## src/rtl/branch_resolve.sv

```systemverilog
// branch_resolve: two-stage pipelined branch/SLT resolution with valid/ready, flush and saturating stats.
module mag_cmp #(
    parameter int WIDTH  = 32,
    parameter bit SIGNED = 1'b0
) (
    input  logic [WIDTH-1:0] a,
    input  logic [WIDTH-1:0] b,
    output logic             gt,
    output logic             lt,
    output logic             eq
);
    logic diff;
    // Differing sign bits decide a signed compare outright.
    assign diff = SIGNED && (a[WIDTH-1] != b[WIDTH-1]);
    assign eq   = a == b;
    assign lt   = diff ? a[WIDTH-1] : a < b;
    assign gt   = diff ? b[WIDTH-1] : a > b;
endmodule

module branch_resolve #(
    parameter int WIDTH = 32
) (
    input  logic             clk,
    input  logic             reset,
    input  logic             flush,
    input  logic             in_valid,
    output logic             in_ready,
    input  logic [2:0]       in_op,
    input  logic [WIDTH-1:0] in_a,
    input  logic [WIDTH-1:0] in_b,
    input  logic [WIDTH-1:0] in_pc,
    input  logic [15:0]      in_imm,
    output logic             out_valid,
    input  logic             out_ready,
    output logic             out_is_branch,
    output logic             out_taken,
    output logic [WIDTH-1:0] out_target,
    output logic [WIDTH-1:0] out_slt,
    output logic [31:0]      branch_count,
    output logic [31:0]      taken_count
);
    logic             s1_valid, s1_adv, acc, hs;
    logic [2:0]       s1_op;
    logic [WIDTH-1:0] s1_a, s1_b, s1_pc, seq, br;
    logic [15:0]      s1_imm;
    logic             gt_u, lt_u, eq_u, gt_s, lt_s, eq_s;
    logic             ge_u, ge_s, cond, is_br, taken;
    logic [7:0]       conds;

    mag_cmp #(.WIDTH(WIDTH), .SIGNED(1'b0)) u_cmp (.a(s1_a), .b(s1_b), .gt(gt_u), .lt(lt_u), .eq(eq_u));
    mag_cmp #(.WIDTH(WIDTH), .SIGNED(1'b1)) s_cmp (.a(s1_a), .b(s1_b), .gt(gt_s), .lt(lt_s), .eq(eq_s));

    assign ge_u   = gt_u || eq_u;
    assign ge_s   = gt_s || eq_s;
    // Indexed by op: SLTU, SLT, BGEU, BLTU, BGE, BLT, BNE, BEQ.
    assign conds  = {lt_u, lt_s, ge_u, lt_u, ge_s, lt_s, !eq_u, eq_u};
    assign cond   = conds[s1_op];
    assign is_br  = !(s1_op[2] && s1_op[1]);
    assign taken  = is_br && cond;
    assign seq    = s1_pc + 32'd4;
    assign br     = seq + {{(WIDTH-18){s1_imm[15]}}, s1_imm, 2'b00};

    assign s1_adv   = s1_valid && (!out_valid || out_ready);
    assign in_ready = !s1_valid || s1_adv;
    assign acc      = in_valid && in_ready;
    assign hs       = out_valid && out_ready;

    always_ff @(posedge clk) begin
        if (reset) begin
            s1_valid      <= 1'b0;
            s1_op         <= '0;
            s1_a          <= '0;
            s1_b          <= '0;
            s1_pc         <= '0;
            s1_imm        <= '0;
            out_valid     <= 1'b0;
            out_is_branch <= 1'b0;
            out_taken     <= 1'b0;
            out_target    <= '0;
            out_slt       <= '0;
            branch_count  <= '0;
            taken_count   <= '0;
        end else begin
            if (hs && out_is_branch && !(&branch_count))
                branch_count <= branch_count + 32'd1;
            if (hs && out_taken && !(&taken_count))
                taken_count <= taken_count + 32'd1;
            s1_valid  <= !flush && (acc || (s1_valid && !s1_adv));
            out_valid <= !flush && (s1_adv || (out_valid && !out_ready));
            if (acc && !flush) begin
                s1_op  <= in_op;
                s1_a   <= in_a;
                s1_b   <= in_b;
                s1_pc  <= in_pc;
                s1_imm <= in_imm;
            end
            if (s1_adv && !flush) begin
                out_is_branch <= is_br;
                out_taken     <= taken;
                out_target    <= taken ? br : seq;
                out_slt       <= {{(WIDTH-1){1'b0}}, cond && !is_br};
            end
        end
    end
endmodule
```

## config.mk

```make
export PLATFORM = sky130hd
export DESIGN_NAME = branch_resolve
export DESIGN_NICKNAME = d
export VERILOG_FILES = /design/src/rtl/branch_resolve.sv
export SDC_FILE = /design/constraint.sdc
export NUM_CORES = 1
export LEC_CHECK = 0
export CAP_MARGIN = 10
export CORE_MARGIN = 2
export CORE_UTILIZATION = 32
export DETAILED_ROUTE_END_ITERATION = 8
export GPL_TIMING_DRIVEN = 0
export PLACE_DENSITY = 0.61
export SYNTH_ARGS = -nofsm -noshare
export SYNTH_HDL_FRONTEND = slang
export SYNTH_SLANG_ARGS = --single-unit
```

## constraint.sdc

```tcl
create_clock -name clk -period 5.45 [get_ports clk]
set_clock_uncertainty 0.05 [all_clocks]
set_input_delay 1.3625 -clock clk [delete_from_list [all_inputs] [get_ports clk]]
set_output_delay 1.3625 -clock clk [all_outputs]
set_load 0.05 [all_outputs]
```

==> flow_metrics.env, run 1 <==
export IMPL_status="complete, no violations"
export IMPL_reg2reg_to="out_target[27]$_SDFFE_PP0P_"
export IMPL_clkSlewWorstSetupHoldPaths_ps=50
export IMPL_grt_util_all_layers=0.179
export IMPL_core_rowCount=69
export IMPL_crit_path_end_kind="output pin"
export IMPL_yosys_most_used_dff="sky130_fd_sc_hd__dfxtp_1"
export IMPL_critical_path_startpoint_type="primary input"
export IMPL_synth_sequential_area_ratio=0.379
export IMPL_first_pass_grt_wire_length_microns=53000
export IMPL_hold_path_startpoint="s1_b[4]$_SDFFE_PP0P_"
export IMPL_rrSetupSlack_ps=1270
export IMPL_placement_io_buffers=220
export IMPL_area_delta_synth_final_pct=32.9
export IMPL_rsz0062_at_grt="no"
export IMPL_worstMarginPinSlew_ps=878
export IMPL_worst_ep_arrival_time_ps=3140
export IMPL_post_route_period_util=0.835
export IMPL_postLayoutCoreUtil=0.429
export IMPL_timing_final_max_slew_violations=0
export IMPL_ys_seq_elements=216
export IMPL_critPathMaxFanout=5
export IMPL_placement_setup_worst_slack_ps=928
export IMPL_finalWorstSetupSlack_ps=899
export IMPL_postRouteWirelength_microns=34500
export IMPL_synth_cell_area_sq_um=11400
export IMPL_tritoncts="done"
export IMPL_min_path_cells=2
export IMPL_via_count=10800
export IMPL_fp_dieArea_sq_um=37200
export IMPL_async_s_r_ff_share_synth=0
export IMPL_total_count_of_hold_check_failures_in_the_final_report=0
export IMPL_post_route_cells_drive_above_1_share=0.0498
export IMPL_die_w_microns=193
export IMPL_ctsResizeCount=0
export IMPL_worstHoldPathType="flip-flop to flip-flop"
export IMPL_worst_hold_path_endpoint="s1_b[4]$_SDFFE_PP0P_"
export IMPL_detail_route_first_pass_iterations=5
export IMPL_reg2reg_depth=14
export IMPL_synth_avg_cell_area_sq_um=7.88
export IMPL_yosysTopAreaCell="sky130_fd_sc_hd__dfxtp_1"
export IMPL_core_area_sq_um=35300
export IMPL_cts_setup_buffers=0
export IMPL_totalNegativeSetupSlack_ps=0
export IMPL_irDropWorstVdd_mv=0.267
export IMPL_timing_final_setup_violations=0
export IMPL_num_io_pins=252
export IMPL_drc_violations_left=0
export IMPL_post_place_cells=2160
export IMPL_synth_top_cells_by_area="sky130_fd_sc_hd__dfxtp_1 38%, sky130_fd_sc_hd__nand2_1 10%, sky130_fd_sc_hd__a21oi_1 7.7%, sky130_fd_sc_hd__ha_1 7.0%, sky130_fd_sc_hd__xnor2_1 3.7%"
export IMPL_final_net_count=1912
export IMPL_maxClockFrequency_mhz=220
export IMPL_drtIter0Drc=537
export IMPL_yosys_area_top_type_share=0.379
export IMPL_grt_antenna_before_repair=1
export IMPL_die_h_microns=193
export IMPL_fin_total_pwr_w=0.00395
export IMPL_post_synth_inst_count=1449
export IMPL_powerDensity_nw_per_um2=261
export IMPL_instances_no_fill=2211
export IMPL_ctsLongestPathBuffers=3
export IMPL_number_of_enable_type_register_cells_in_the_synthesized_netlist=0
export IMPL_htreeDepth=1
export IMPL_clk_latency_ps=530
export IMPL_slew_headroom=0.412
export IMPL_tritoncts_num_buffers=26
export IMPL_dpl_hpwl_microns=26400
export IMPL_routed_via_density=4.86
export IMPL_route_antenna_remaining_nets=0
export IMPL_overflow=0
export IMPL_yosysUniqueCellTypes=70
export IMPL_critical_path_required_ps=4040
export IMPL_grt_start_max_net_pins=18
export IMPL_yosysWarningCount=0
export IMPL_cts_num_sinks=216
export IMPL_drt_wirelength_per_cell_microns=15.6
export IMPL_r2r_start="s1_pc[4]$_SDFFE_PP0P_"
export IMPL_p_leak_nw=5.67
export IMPL_cts_root_buffer_cell="sky130_fd_sc_hd__clkbuf_16"
export IMPL_cts_hold_repair_buffers=0
export IMPL_period_needed_ps=4550
export IMPL_path_class="primary input to output pin"
export IMPL_via_count_of_the_first_global_routing_pass=10100
export IMPL_finalWeightedCongestion=0.848
export IMPL_initial_core_util=0.323
export IMPL_maxcap_violations=0
flip-flops by register name (all words and copies together), names as in the netlist, 3 cells and up:
register,flops
s1_pc,32
s1_b,32
s1_imm,16
taken_count,32
s1_a,32
branch_count,32
s1_op,3
out_target,32
power breakdown:
part | internal, W | switching, W | total [W]
combinational | 0.000240 | 0.000325 | 0.000565
sequential | 0.00163 | 0.0000382 | 0.00166
clock | 0.00103 | 0.000694 | 0.00173
kinds of logic after synthesis:
kind of cell	Yosys count	share of synthesized area
compound gates	311	0.163
xor+xnor	92	0.0706
fa+ha+maj	65	0.0719
buf+inv	147	0.0606
flops	216	0.379
mux	24	0.0212
other cells	1	0.000329
simple gates	593	0.234
cells in the mapped netlist (2+ instances only):
| master | instances |
|---|---|
| sky130_fd_sc_hd__a21o_1 | 18 |
| sky130_fd_sc_hd__a211o_1 | 2 |
| sky130_fd_sc_hd__or4_1 | 2 |
| sky130_fd_sc_hd__nor4_1 | 2 |
| sky130_fd_sc_hd__o21ai_0 | 39 |
| sky130_fd_sc_hd__nand2b_1 | 7 |
| sky130_fd_sc_hd__nor2_1 | 104 |
| sky130_fd_sc_hd__or3b_2 | 2 |
| sky130_fd_sc_hd__xor2_1 | 44 |
| sky130_fd_sc_hd__o31ai_1 | 2 |
| sky130_fd_sc_hd__o32a_1 | 2 |
| sky130_fd_sc_hd__nand4_1 | 30 |
| sky130_fd_sc_hd__a21oi_1 | 175 |
| sky130_fd_sc_hd__a31o_2 | 2 |
| sky130_fd_sc_hd__mux2i_1 | 23 |
| sky130_fd_sc_hd__a31oi_1 | 3 |
| sky130_fd_sc_hd__o21a_1 | 8 |
| sky130_fd_sc_hd__o211a_1 | 2 |
| sky130_fd_sc_hd__or3_1 | 26 |
| sky130_fd_sc_hd__nand3b_1 | 4 |
| sky130_fd_sc_hd__dfxtp_1 | 216 |
| sky130_fd_sc_hd__o21ai_1 | 4 |
| sky130_fd_sc_hd__nand3_1 | 39 |
| sky130_fd_sc_hd__o21bai_1 | 2 |
| sky130_fd_sc_hd__or2_2 | 2 |
| sky130_fd_sc_hd__a211oi_1 | 22 |
| sky130_fd_sc_hd__nor3_1 | 19 |
| sky130_fd_sc_hd__xnor2_1 | 48 |
| sky130_fd_sc_hd__and4_1 | 9 |
| sky130_fd_sc_hd__and2_1 | 4 |
| sky130_fd_sc_hd__nand2_1 | 311 |
| sky130_fd_sc_hd__ha_1 | 64 |
| sky130_fd_sc_hd__nor2b_1 | 5 |
| sky130_fd_sc_hd__clkbuf_1 | 60 |
| sky130_fd_sc_hd__a311oi_1 | 8 |
| sky130_fd_sc_hd__and3_1 | 18 |
| sky130_fd_sc_hd__inv_1 | 52 |
| sky130_fd_sc_hd__o211ai_1 | 6 |
| sky130_fd_sc_hd__buf_4 | 32 |
metrics by stage:
step / area, sq um / hold slack, ps
2_1_floorplan: 11500 / 382
3_3_place_gp: 14300 / 394
3_5_place_dp: 14300 / 398
4_1_cts: 15200 / 406
5_1_grt: 15200 / 427
6_report: 15200 / 403
metal layers:
layer,track usage,share of wire
met4,0.0511,0.026
met1,0.247,0.48
met5,0,0
met3,0.0215,0.048
met2,0.291,0.45
cell type report:
type                            count  area (sq um)
Fill cell                        3640         20100
Multi-Input combinational cell   1116          6510
Sequential cell                   216          4320
Timing Repair Buffer              220          2200
Clock buffer                       38           736
Tap cell                          461           577
Buffer                             95           497
Inverter                           52           195
Clock inverter                     10           118
Antenna cell                        3          7.51
worst max-delay path by stage:
stage,start,end,slack (ps),cells past startpoint
floorplan,s1_pc[2]$_SDFFE_PP0P_,out_target[27]$_SDFFE_PP0P_,2020,14
global placement,out_ready,in_ready,950,4
detailed placement,out_ready,in_ready,930,4
CTS,out_ready,in_ready,920,4
global route,out_ready,in_ready,890,4
finish,out_ready,in_ready,900,4
layout by cell type (no fill, tap or decap), types with 44 or more instances in the layout:
cell                              synthesis  layout
sky130_fd_sc_hd__nand2_1                311     311
sky130_fd_sc_hd__xor2_1                  44      44
sky130_fd_sc_hd__a21oi_1                175     175
sky130_fd_sc_hd__clkbuf_1                60      68
sky130_fd_sc_hd__nor2_1                 104     104
sky130_fd_sc_hd__clkdlybuf4s50_1          0     220
sky130_fd_sc_hd__ha_1                    64      64
sky130_fd_sc_hd__inv_1                   52      52
sky130_fd_sc_hd__dfxtp_1                216     216
sky130_fd_sc_hd__xnor2_1                 48      48
worst max-delay path, stage by stage:
cell and delay [ps]:
sky130_fd_sc_hd__clkdlybuf4s50_1 520, sky130_fd_sc_hd__nor2b_1 310, sky130_fd_sc_hd__nand2_1 200, sky130_fd_sc_hd__clkdlybuf4s50_1 750
Note: power is estimated with default switching activity, not from simulation.
==> inputs of run 2 (changes only) <==
==> constraint.sdc (replaced) <==
create_clock -name clk -period 4.6 [get_ports clk]
set_clock_uncertainty 0.05 [all_clocks]
set_input_delay 1.15 -clock clk [delete_from_list [all_inputs] [get_ports clk]]
set_output_delay 1.15 -clock clk [all_outputs]
set_load 0.05 [all_outputs]
==> results of run 2 <==
Same layout as run 1 (identical final DEF). Status: complete, no violations.
Among the figures that moved: setup slack after placement 928 ps -> 320 ps; clock-pin slew on the worst setup and hold paths 50 ps -> 60 ps; setup slack after layout 899 ps -> 420 ps; start point of the critical path out_ready -> s1_pc[4]$_SDFFE_PP0P_; end point of the critical path in_ready -> out_target[27]$_SDFFE_PP0P_; register-to-register setup slack 1270 ps -> 420 ps; total power 0.00395 W -> 0.00469 W; worst IR drop on VDD 0.267 mV -> 0.317 mV
